**src/rtl/viterbi_frame_ctrl.sv**
```systemverilog
// Frame sequencer for a hard-decision Viterbi decoder: steps the ACS datapath one
// symbol at a time, then traces back through survivor memory and hands out the frame.
module viterbi_frame_ctrl #(
  parameter int K         = 3,
  parameter int FRAME_LEN = 15,
  parameter int ADDR_W    = 4,
  localparam int M        = K - 1,
  localparam int NS       = 1 << M
) (
  input  logic                 clk,
  input  logic                 rst_n,
  input  logic                 sym_valid,
  output logic                 sym_ready,
  input  logic [1:0]           sym_in,
  output logic                 acs_init,
  output logic                 acs_en,
  output logic [1:0]           acs_sym,
  output logic                 surv_wr_en,
  output logic [ADDR_W-1:0]    surv_wr_addr,
  input  logic [M-1:0]         best_state,
  output logic                 surv_rd_en,
  output logic [ADDR_W-1:0]    surv_rd_addr,
  input  logic [NS-1:0]        surv_rd_data,
  output logic                 dec_valid,
  input  logic                 dec_ready,
  output logic [FRAME_LEN-1:0] dec_data,
  output logic                 busy
);

  typedef enum logic [2:0] {INIT, ACS, FLUSH, SEL, TB, OUT} state_e;

  localparam logic [ADDR_W-1:0] LAST_IDX = ADDR_W'(FRAME_LEN - 1);
  localparam logic [ADDR_W-1:0] PEN_IDX  = ADDR_W'(FRAME_LEN - 2);

  state_e               state_q, state_d;
  logic [ADDR_W-1:0]    symCnt_q, symCnt_d;
  logic [ADDR_W-1:0]    tbCnt_q, tbCnt_d;
  logic [M-1:0]         tbState_q, tbState_d;
  logic [FRAME_LEN-1:0] decData_q, decData_d;
  logic                 symReady_q, symReady_d;
  logic                 acsInit_q, acsInit_d;
  logic                 acsEn_q, acsEn_d;
  logic [1:0]           acsSym_q, acsSym_d;
  logic [ADDR_W-1:0]    wrAddr_q, wrAddr_d;
  logic [ADDR_W-1:0]    rdAddr_q, rdAddr_d;
  logic                 rdEn_q, rdEn_d;
  logic                 decValid_q, decValid_d;
  logic                 busy_q, busy_d;
  logic                 symHs, decHs;

  assign symHs = sym_valid && symReady_q;
  assign decHs = dec_ready && decValid_q;

  always_ff @(posedge clk or negedge rst_n) begin
    if (!rst_n) state_q <= INIT;
    else        state_q <= state_d;
  end

  always_comb begin
    state_d = state_q;
    case (state_q)
      INIT:    state_d = ACS;
      ACS:     if (symHs && symCnt_q == LAST_IDX) state_d = FLUSH;
      FLUSH:   state_d = SEL;
      SEL:     state_d = TB;
      TB:      if (tbCnt_q == LAST_IDX) state_d = OUT;
      OUT:     if (decHs) state_d = INIT;
      default: state_d = INIT;
    endcase
  end

  // Every output is a flop, so the values computed here describe the next cycle.
  always_comb begin
    symCnt_d   = symCnt_q;
    tbCnt_d    = tbCnt_q;
    tbState_d  = tbState_q;
    decData_d  = decData_q;
    acsInit_d  = (state_q == INIT);
    acsEn_d    = 1'b0;
    acsSym_d   = acsSym_q;
    wrAddr_d   = wrAddr_q;
    rdEn_d     = 1'b0;
    rdAddr_d   = rdAddr_q;
    symReady_d = (state_d == ACS);
    decValid_d = (state_d == OUT);
    case (state_q)
      INIT: symCnt_d = '0;
      ACS: begin
        if (symHs) begin
          acsEn_d  = 1'b1;
          acsSym_d = sym_in;
          wrAddr_d = symCnt_q;
          symCnt_d = (symCnt_q == LAST_IDX) ? '0 : symCnt_q + 1'b1;
        end
      end
      FLUSH: begin
        rdEn_d   = 1'b1;
        rdAddr_d = LAST_IDX;
      end
      SEL: begin
        tbState_d = best_state;
        tbCnt_d   = '0;
        rdEn_d    = 1'b1;
        rdAddr_d  = PEN_IDX;
      end
      TB: begin
        // Step to the predecessor: shift the surviving decision in at the LSB.
        decData_d[LAST_IDX - tbCnt_q] = tbState_q[M-1];
        tbState_d = M'({tbState_q, surv_rd_data[tbState_q]});
        tbCnt_d   = (tbCnt_q == LAST_IDX) ? '0 : tbCnt_q + 1'b1;
        if (tbCnt_q < PEN_IDX) begin
          rdEn_d   = 1'b1;
          rdAddr_d = rdAddr_q - 1'b1;
        end
      end
      default: ;
    endcase
    busy_d = !((state_d == ACS) && (symCnt_d == '0));
  end

  always_ff @(posedge clk or negedge rst_n) begin
    if (!rst_n) begin
      symCnt_q   <= '0;
      tbCnt_q    <= '0;
      tbState_q  <= '0;
      decData_q  <= '0;
      symReady_q <= 1'b0;
      acsInit_q  <= 1'b0;
      acsEn_q    <= 1'b0;
      acsSym_q   <= '0;
      wrAddr_q   <= '0;
      rdAddr_q   <= '0;
      rdEn_q     <= 1'b0;
      decValid_q <= 1'b0;
      busy_q     <= 1'b0;
    end else begin
      symCnt_q   <= symCnt_d;
      tbCnt_q    <= tbCnt_d;
      tbState_q  <= tbState_d;
      decData_q  <= decData_d;
      symReady_q <= symReady_d;
      acsInit_q  <= acsInit_d;
      acsEn_q    <= acsEn_d;
      acsSym_q   <= acsSym_d;
      wrAddr_q   <= wrAddr_d;
      rdAddr_q   <= rdAddr_d;
      rdEn_q     <= rdEn_d;
      decValid_q <= decValid_d;
      busy_q     <= busy_d;
    end
  end

  assign sym_ready    = symReady_q;
  assign acs_init     = acsInit_q;
  assign acs_en       = acsEn_q;
  assign acs_sym      = acsSym_q;
  assign surv_wr_en   = acsEn_q;
  assign surv_wr_addr = wrAddr_q;
  assign surv_rd_en   = rdEn_q;
  assign surv_rd_addr = rdAddr_q;
  assign dec_valid    = decValid_q;
  assign dec_data     = decData_q;
  assign busy         = busy_q;

endmodule

```
**config.mk**
```make
export PLATFORM = sky130hd
export DESIGN_NAME = viterbi_frame_ctrl
export DESIGN_NICKNAME = d
export VERILOG_FILES = /design/src/rtl/viterbi_frame_ctrl.sv
export SDC_FILE = /design/constraint.sdc
export NUM_CORES = 1
export LEC_CHECK = 0
export BUFFER_PORTS_ARGS = -buffer_cell sky130_fd_sc_hd__buf_2
export CORE_ASPECT_RATIO = 1.1
export CORE_MARGIN = 1
export CORE_UTILIZATION = 49
export DETAILED_ROUTE_END_ITERATION = 8
export HOLD_SLACK_MARGIN = 0.05
export PLACE_DENSITY = 0.75
export SYNTH_ARGS = -nofsm -noshare
export SYNTH_HDL_FRONTEND = slang
export SYNTH_SLANG_ARGS = --single-unit
```
**constraint.sdc**
```tcl
create_clock -name clk -period 1.9 [get_ports clk]
set_input_delay 0 -clock clk [delete_from_list [all_inputs] [get_ports clk]]
set_output_delay 0 -clock clk [all_outputs]
set_load 0.02 [all_outputs]
```
==> results by group, run 1 <==
Status
  • Status: finished clean

Placement
  • Routability cong.: 0.828
  • Port Buffer Count: 43
  • DP HPWL: 2880 um

Finish
  • Layout net count: 266
  • Area grow syn2layout: 19.6%
  • Layout cells sized above 1: 33.1%
  • Diodes inserted: 0

Clock tree
  • CTS sink cnt: 44
  • H-Tree Depth: 2
  • Longest Clk Path Bufs: 2
  • Num CTS Buffers: 5
  • CTS tree: done
  • Worst-skew pair later-pin latency: 0.30 ns
  • CTS root buffer: clkbuf_8
  • CTS clock-pin slew for the worst setup and hold paths: 0.08 ns

Synthesis
  • Netlist cell types: 44
  • Ys async rst share: 100%
  • Synth Register Bits: 44
  • Sequential area share after synthesis: 51.9%
  • Syn_nets: 219
  • Synth Flop Type: dfrtp_1
  • Mapped cell area: 2120 um2
  • Syn. warnings: 0
  • Largest cells by area after synthesis: dfrtp_1 (52%), mux2_2 (11%), nand2_1 (5.3%)
  • Avg Cell Area, Syn: 10.3 um2
  • Cells after synthesis: 206
  • Yosys top cell area share: 51.9%
  • Leading area contributor after synthesis: dfrtp_1
  • Count leader, synth: dfrtp_1
  • Most frequent cells after synthesis: dfrtp_1 (44), nand2_1 (30), mux2_2 (20)
  • Post-synth EDFFs: 0

Critical path
  • Kind of cell adding the most delay to the critical path: simple AND/OR/NAND/NOR gates
  • Data arrival time of the critical path: 1.95 ns
  • CP Cell Sequence: nor3b_1 -> buf_4 -> nand3b_1 -> nor3_1 -> mux2_2
  • Worst reg2reg path endpoint: dec_data[13]
  • Critical path required time: 2.08 ns
  • Slowest CP cell: dfrtp_1
  • WS Path Type: flip-flop to flip-flop
  • Worst r2r src: state_q[1]
  • Critical Path Fanout Max: 7
  • FF-to-FF setup slack: 0.14 ns
  • Crit path capture type: flip-flop
  • Crit path launch type: flip-flop
  • CP peak stage delay: 0.40 ns
  • WP buf/inv: 1
  • R2R cell count: 5

Die
  • Initial core utilization: 52.3%
  • Core Area: 4050 um2
  • Die ar.: 4600 um2
  • Row cnt: 24
  • IO Count: 44
  • Die height: 71.0 um
  • Die W: 64.7 um

Job
  • Max cap viols: 0

Worst hold path
  • Hold path start: sym_valid
  • Hold WC Path Type: input port to flip-flop
  • End of the worst hold path: symCnt_q[3]
  • Hold Crit Depth: 4

Drt
  • Routed WL: 4130 um
  • Remaining DRCs: 0
  • First DRT Iteration DRCs: 112
  • Final ANT Viol Nets: 0
  • Routed WL per cell: 13.5 um
  • Vias per cell: 5.40
  • Pre-Repair DR Iteration Count: 4
  • Via total after detailed routing: 1653

Timing
  • RSZ-0062 raised after global routing: false
  • Worst-Margin Slew: 0.545 ns
  • Min Tclk post-route: 1.76 ns
  • Final Cycle Share: 92.9%
  • Setup tns final: 0 ns
  • Fin Hold WS: 0.133 ns
  • Final setup vio count: 0
  • Final Max Tran Viols: 0
  • Final setup skew: 0.00438 ns
  • Relative slew margins: 63.7%
  • F_max: 567 MHz
  • Final hold vios: 0

GRT
  • GRT Util Overall: 20.2%
  • Vias in the first global route: 1606
  • Largest net degree at the start of global routing: 45
  • First-pass GRT wire length: 7020 um
  • Initial antenna violation count: 0
  • Global route total overflow: 0

Power and ir drop
  • Leakage Power: 0.00125 uW
  • Pwr dens: 1280 nW/um2
  • VDD IR max: 0.661 mV
-- final cells by class --
cell class	count	area, um2
clock buffer	8	90.1
fill	336	1520
inverter	4	15.0
multi-input combinational	141	932
sequential	44	1100
tap	52	65.1
timing repair buffer	57	335
-- how the worst max path moves through the flow --
| stage | start | endpoint | slack (ns) | cells after the start |
|---|---|---|---|---|
| 3_3_place_gp | state_q[1] | dec_data[6] | 0.20 | 4 |
| 6_report | state_q[1] | dec_data[13] | 0.14 | 5 |
| 3_5_place_dp | state_q[1] | dec_data[6] | 0.16 | 4 |
| 2_1_floorplan | state_q[2] | dec_data[14] | 0.07 | 6 |
| 4_1_cts | state_q[1] | dec_data[6] | 0.14 | 4 |
| 5_1_grt | state_q[0] | dec_data[13] | 0.006 | 5 |
-- state kept, by name (all words and copies together), names as in the netlist --
name and count:
acs_en 1, acs_sym 2, tbCnt_q 4, surv_rd_addr 4, sym_ready 1, surv_wr_addr 4
dec_data 15, acs_init 1, busy 1, tbState_q 2, dec_valid 1, symCnt_q 4
surv_rd_en 1, state_q 3
-- layer usage --
| metal | up-vias | share of wire [%] | routed length, um | global-route usage, % |
|---|---|---|---|---|
| met1 | 796 | 42 | 1750 | 23.2 |
| met5 | - | 0 | 0 | 0 |
| li1 | 814 | - | - | - |
| met4 | 0 | 1.8 | 76 | 9.14 |
| met2 | 38 | 52 | 2130 | 34.7 |
| met3 | 5 | 4.1 | 170 | 5.48 |
-- logic make-up (layout without fill, tap and decap cells) --
group / Yosys count / count (layout) / synth area share (%)
flip-flops: 44 / 44 / 51.9
XOR/XNOR: 2 / 2 / 0.826
adder cells (fa/ha/maj): 1 / 1 / 0.590
AO/OA/AOI/OAI: 33 / 33 / 9.67
multiplexers: 23 / 23 / 12.6
buffers and inverters: 21 / 69 / 4.19
AND/OR/NAND/NOR: 82 / 82 / 20.2
-- what timing repair did --
item                                   CTS  global route
resized for setup                        0             0
buffers inserted                         0             0
setup endpoints to repair                0             0
hold buffers                             6             0
endpoints found under the hold margin   49             0
-- layout by cell type, fill, tap and decap left out, types with 4 or more instances in the layout --
cell type and n:
nand3_1 7, buf_2 43, mux2_2 20, dfrtp_1 44, clkbuf_8 6, dlygate4sd3_1 6
o21ai_0 11, a21oi_1 7, a31oi_1 4, buf_4 8, nor2_1 14, inv_1 4
nand2_1 30
-- report_power, final --
group          total (uW)  switching (uW)  internal [uW]
clock                 596             299            296
sequential           1460             275           1190
combinational        1200             668            529
-- worst reg2reg max path, stage by stage (launching register included) --
cell and delay, ns:
dfrtp_1 0.40, nor3b_1 0.31, buf_4 0.21, nand3b_1 0.16, nor3_1 0.21, mux2_2 0.35
-- through the flow --
stage	utilization (%)	cell area, um2	power, uW	std cells	setup WS (ns)
floorplan	-	2120	2320	206	0.0734
global placement	58.9	2390	2650	292	0.201
detailed placement	58.9	2390	2680	292	0.157
CTS	62.6	2540	3290	306	0.140
global route	62.6	2540	3480	306	0.00604
finish	62.6	2540	3260	306	0.135
No activity file was read; power rests on OpenSTA's default activity.
==> inputs of run 2 (changes only) <==
--- a/config.mk
+++ b/config.mk
@@ -8,10 +8,10 @@
 export BUFFER_PORTS_ARGS = -buffer_cell sky130_fd_sc_hd__buf_2
 export CORE_ASPECT_RATIO = 1.1
 export CORE_MARGIN = 1
-export CORE_UTILIZATION = 49
+export CORE_UTILIZATION = 42
 export DETAILED_ROUTE_END_ITERATION = 8
 export HOLD_SLACK_MARGIN = 0.05
-export PLACE_DENSITY = 0.75
+export PLACE_DENSITY = 0.66
 export SYNTH_ARGS = -nofsm -noshare
 export SYNTH_HDL_FRONTEND = slang
 export SYNTH_SLANG_ARGS = --single-unit
==> run 2 against run 1 <==
Final cell count rose by 0.65%. Clock power rose by 3.7%. Combinational power barely moved. Register-to-register slack barely moved. Non-clock buffer count fell by 1. Worst setup slack improved by 0.0037 ns. Hold slack improved by 0.0052 ns. Routed wire length fell by 1.5%. Clock skew rose by 0.0038 ns. Sequential share of layout area fell by 0.28 points. Sequential cell count did not move. Utilization fell by 8.8 points. Critical path type unchanged. Critical endpoint is now dec_data[6].
==> results by group, run 2 (synthesis gave the netlist of run 1 again) <==
Die
  • Die height: 76.6 um
  • Row cnt: 26
  • IO Count: 44
  • Core Area: 4750 um2
  • Die W: 69.8 um
  • Initial core utilization: 44.7%
  • Die ar.: 5340 um2

Drt
  • Remaining DRCs: 0
  • Routed WL: 4070 um
  • Pre-Repair DR Iteration Count: 4
  • Final ANT Viol Nets: 0
  • Routed WL per cell: 13.2 um
  • Via total after detailed routing: 1645
  • First DRT Iteration DRCs: 70
  • Vias per cell: 5.34

Timing
  • F_max: 568 MHz
  • Final setup vio count: 0
  • Relative slew margins: 67.0%
  • Worst-Margin Slew: 0.495 ns
  • Setup tns final: 0 ns
  • RSZ-0062 raised after global routing: false
  • Final Cycle Share: 92.7%
  • Min Tclk post-route: 1.76 ns
  • Final setup skew: 0.00813 ns
  • Final Max Tran Viols: 0
  • Final hold vios: 0

Clock tree
  • Longest Clk Path Bufs: 2
  • CTS clock-pin slew for the worst setup and hold paths: 0.08 ns
  • CTS root buffer: clkbuf_8
  • Worst-skew pair later-pin latency: 0.30 ns
  • CTS sink cnt: 44
  • Num CTS Buffers: 5
  • # Post-CTS Setup Buffers: 0
  • CTS tree: done
  • H-Tree Depth: 2

Power and ir drop
  • Leakage Power: 0.00125 uW
  • Comb power frac: 36.4%
  • Sw frac: 37.7%
  • Clock share of power: 18.9%
  • Switching power: 1230 uW
  • Overall Power: 3260 uW
  • VDD IR max: 0.574 mV
  • P_int: 2030 uW
  • Pwr dens: 1280 nW/um2
  • Flop pwr share: 44.7%

GRT
  • Largest net degree at the start of global routing: 25
  • Global route total overflow: 0
  • GRT Util Overall: 16.6%
  • Vias in the first global route: 1540
  • Initial antenna violation count: 0
  • First-pass GRT wire length: 6950 um

Placement
  • Port Buffer Count: 43
  • Routability cong.: 0.821
  • Area post-placement: 2400 um2
  • DP HPWL: 2850 um
  • Placed Cells: 295

Critical path
  • Critical Path Fanout Max: 4
  • WS Path Type: flip-flop to flip-flop
  • FF-to-FF setup slack: 0.14 ns
  • Crit path capture type: flip-flop
  • Worst reg2reg path endpoint: dec_data[6]
  • Worst setup path endpoint: dec_data[6]
  • Critical path required time: 2.08 ns
  • Data arrival time of the critical path: 1.94 ns
  • Worst r2r src: state_q[1]
  • R2R cell count: 4
  • Crit path launch type: flip-flop
  • Worst Setup SP: state_q[1]

Finish
  • Layout fillers: 455
  • Commonest non-fill, non-tap cell in the layout: dfrtp_1
  • Diodes inserted: 0
  • Commonest non-fill, non-tap cells in the layout: dfrtp_1 (44), buf_2 (43), nand2_1 (30), mux2_2 (20), nor2_1 (14)
  • Layout cells sized above 1: 33.3%
  • Max reg flops: 15
  • Layout net count: 265
  • Fin cells: 308
  • Area grow syn2layout: 20.4%
  • Finished Cell Area: 2550 um2

Worst hold path
  • Hold WC Path Type: input port to flip-flop

Job
  • Max cap viols: 0

Status
  • Status: finished clean
-- run 2: repair_timing --
| item | CTS | global route |
|---|---|---|
| hold buffers | 6 | 0 |
| hold endpoints to repair | 49 | 0 |
| gates resized for setup | 0 | 0 |
-- run 2: layout make-up --
class	count	area (um2)	share of cell area, %
Timing Repair Buffer	56	340	13.3
Clock buffer	7	96.3	3.77
Sequential cell	44	1100	43.1
Multi-Input combinational cell	141	932	36.5
Inverter	4	15.0	0.588
Tap cell	56	70.1	2.74
-- run 2: per-layer routing --
metal  vias to the layer above  share of wire (%)  global-route usage, %
met1                       797                 45                   20.2
li1                        808                  -                      -
met4                         0                1.3                   7.80
met2                        35                 50                   26.8
met5                         -                  0                      0
met3                         5                4.0                   4.89
-- run 2: critical path, cell delays in order (launching register included) --
cell and delay [ns]:
dfrtp_1 0.40, or3b_1 0.40, or3_4 0.37, nor2_1 0.14, mux2_2 0.34
-- run 2: worst min path at each step --
stage / startpoint / to / slack, ns / depth (start not counted)
final: sym_valid / symCnt_q[3] / 0.14 / 4
after floorplan: rst_n / acs_en / -0.30 / 0
after global placement: rst_n / dec_data[8] / -0.002 / 1
after CTS: sym_valid / symCnt_q[3] / 0.12 / 4
after global routing: sym_valid / symCnt_q[3] / 0.13 / 4
after detailed placement: rst_n / dec_data[8] / -0.0006 / 1
-- run 2: stage by stage --
stage	utilization, %	hold WS [ns]	setup slack, ns
floorplan	-	-0.296	0.0734
global placement	50.5	-0.00227	0.202
detailed placement	50.5	-0.000632	0.168
CTS	53.8	0.120	0.141
global route	53.8	0.132	0.102
finish	53.8	0.138	0.139
-- run 2: power by group through the flow --
stage,registers [uW],clock network (uW),logic [uW]
after floorplan,1560,0,760
after detailed placement,1480,0,1180
after global placement,1470,0,1170
after CTS,1460,647,1200
after global routing,1500,678,1310
final,1460,618,1190
==> inputs of run 3 (changes only) <==
--- a/config.mk
+++ b/config.mk
@@ -11,6 +11,7 @@
 export CORE_UTILIZATION = 42
 export DETAILED_ROUTE_END_ITERATION = 8
 export HOLD_SLACK_MARGIN = 0.05
+export MAX_ROUTING_LAYER = met4
 export PLACE_DENSITY = 0.66
 export SYNTH_ARGS = -nofsm -noshare
 export SYNTH_HDL_FRONTEND = slang
==> run 3 against run 2 <==
Clock-buffer cell count did not move. Routed wire length hardly changed. Via count is 0.18% lower. Cell area did not move. Total power about the same. Global-route usage up 0.47 points. Worst setup slack hardly changed. Combinational power hardly changed.
==> results by group, run 3 (synthesis gave the netlist of run 1 again) <==
Die
  • Row cnt: 26
  • IO Count: 44
  • Die height: 76.6 um
  • Die ar.: 5340 um2
  • Core Area: 4750 um2
  • Die W: 69.8 um
  • Initial core utilization: 44.7%

Clock tree
  • H-Tree Depth: 2
  • Num CTS Buffers: 5
  • CTS root buffer: clkbuf_8
  • CTS tree: done
  • Longest Clk Path Bufs: 2
  • CTS sink cnt: 44
  • CTS clock-pin slew for the worst setup and hold paths: 0.08 ns
  • Worst-skew pair later-pin latency: 0.30 ns

Timing
  • Final Max Tran Viols: 0
  • Final Cycle Share: 92.7%
  • RSZ-0062 raised after global routing: false
  • Final hold vios: 0
  • F_max: 568 MHz
  • Final setup vio count: 0
  • Relative slew margins: 67.0%
  • Worst-Margin Slew: 0.495 ns
  • Setup tns final: 0 ns
  • Min Tclk post-route: 1.76 ns
  • Final setup skew: 0.00822 ns

Drt
  • Pre-Repair DR Iteration Count: 4
  • Final ANT Viol Nets: 0
  • Vias per cell: 5.33
  • Routed WL: 4060 um
  • First DRT Iteration DRCs: 67
  • Remaining DRCs: 0
  • Via total after detailed routing: 1642
  • Routed WL per cell: 13.2 um

Power and ir drop
  • Pwr dens: 1280 nW/um2
  • VDD IR max: 0.574 mV
  • Leakage Power: 0.00125 uW
  • Overall Power: 3260 uW

Finish
  • Diodes inserted: 0
  • Area occupied by multi-input gates: 932 um2
  • Max reg flops: 15
  • Commonest non-fill, non-tap cell in the layout: dfrtp_1
  • Commonest non-fill, non-tap cells in the layout: dfrtp_1 (44), buf_2 (43), nand2_1 (30), mux2_2 (20), nor2_1 (14)
  • Layout net count: 265
  • Area grow syn2layout: 20.4%
  • Layout fillers: 455
  • Fin cells: 308
  • Layout cells sized above 1: 33.3%
  • Post-Route Utilization: 53.8%
  • Sequential cell area: 1100 um2

Critical path
  • Worst r2r src: state_q[1]
  • Worst setup path endpoint: dec_data[6]
  • R2R cell count: 4
  • WS Path Type: flip-flop to flip-flop
  • CP peak stage delay: 0.40 ns
  • Data arrival time of the critical path: 1.94 ns
  • FF-to-FF setup slack: 0.14 ns
  • Slowest CP cell: dfrtp_1
  • Critical Path Fanout Max: 4
  • Worst Setup SP: state_q[1]
  • Worst reg2reg path endpoint: dec_data[6]
  • Crit path capture type: flip-flop
  • CP Cell Sequence: or3b_1 -> or3_4 -> nor2_1 -> mux2_2
  • Crit path launch type: flip-flop
  • Critical path required time: 2.08 ns

Job
  • Max cap viols: 0

Placement
  • Port Buffer Count: 43
  • Placed Cells: 295
  • DP HPWL: 2850 um
  • Routability cong.: 0.833

GRT
  • Vias in the first global route: 1541
  • Largest net degree at the start of global routing: 25
  • Initial antenna violation count: 0
  • First-pass GRT wire length: 6960 um
  • Global route total overflow: 0
  • GRT Util Overall: 17.1%

Worst hold path
  • Hold path start: sym_valid
  • Hold WC Path Type: input port to flip-flop

Status
  • Status: finished clean
-- run 3: cell counts in the layout (fill, tap and decap cells not counted) --
No cell type changed its count.
-- run 3: report_power, final --
group	leakage [uW]	internal, uW	switching (uW)	total [uW]
Clock	0.0000503	324	295	619
Sequential	0.000560	1190	267	1460
Combinational	0.000642	520	666	1190
-- run 3: timing repair --
item,CTS,global route
hold endpoints to repair,49,0
hold buffers,6,0
setup endpoints to repair,0,0
resized for setup,0,0
buffers inserted,0,0
-- run 3: stage by stage --
stage	instance area, um2	hold WS, ns	worst slack, ns
after floorplan	2120	-0.296	0.0734
after global placement	2400	-0.00227	0.202
after detailed placement	2400	-0.000632	0.168
after CTS	2550	0.120	0.141
after global routing	2550	0.132	0.102
final	2550	0.137	0.139
-- run 3: layer usage --
metal,up-vias,share of wire (%),track usage (%)
met1,799,45,20.2
li1,809,-,-
met4,0,1.4,7.80
met3,5,3.6,4.89
met2,29,50,26.8
met5,-,0,-
-- run 3: cell type report --
cell class,count,share of cell area (%)
repair buffers,56,13.3
flip-flops and latches,44,43.1
clock buffers,7,3.77
inverters,4,0.588
well taps,56,2.74
multi-input cells,141,36.5
-- run 3: critical path: cells and delay by family (launching register included) --
| family | cells | cell delay [ns] |
|---|---|---|
| simple gates | 3 | 0.91 |
| mux | 1 | 0.34 |
| flops | 1 | 0.40 |
-- run 3: worst min path at each step --
stage	cells past startpoint	endpoint
floorplan	0	acs_en
global placement	1	dec_data[8]
detailed placement	1	dec_data[8]
CTS	4	symCnt_q[3]
global route	4	symCnt_q[3]
finish	4	symCnt_q[3]
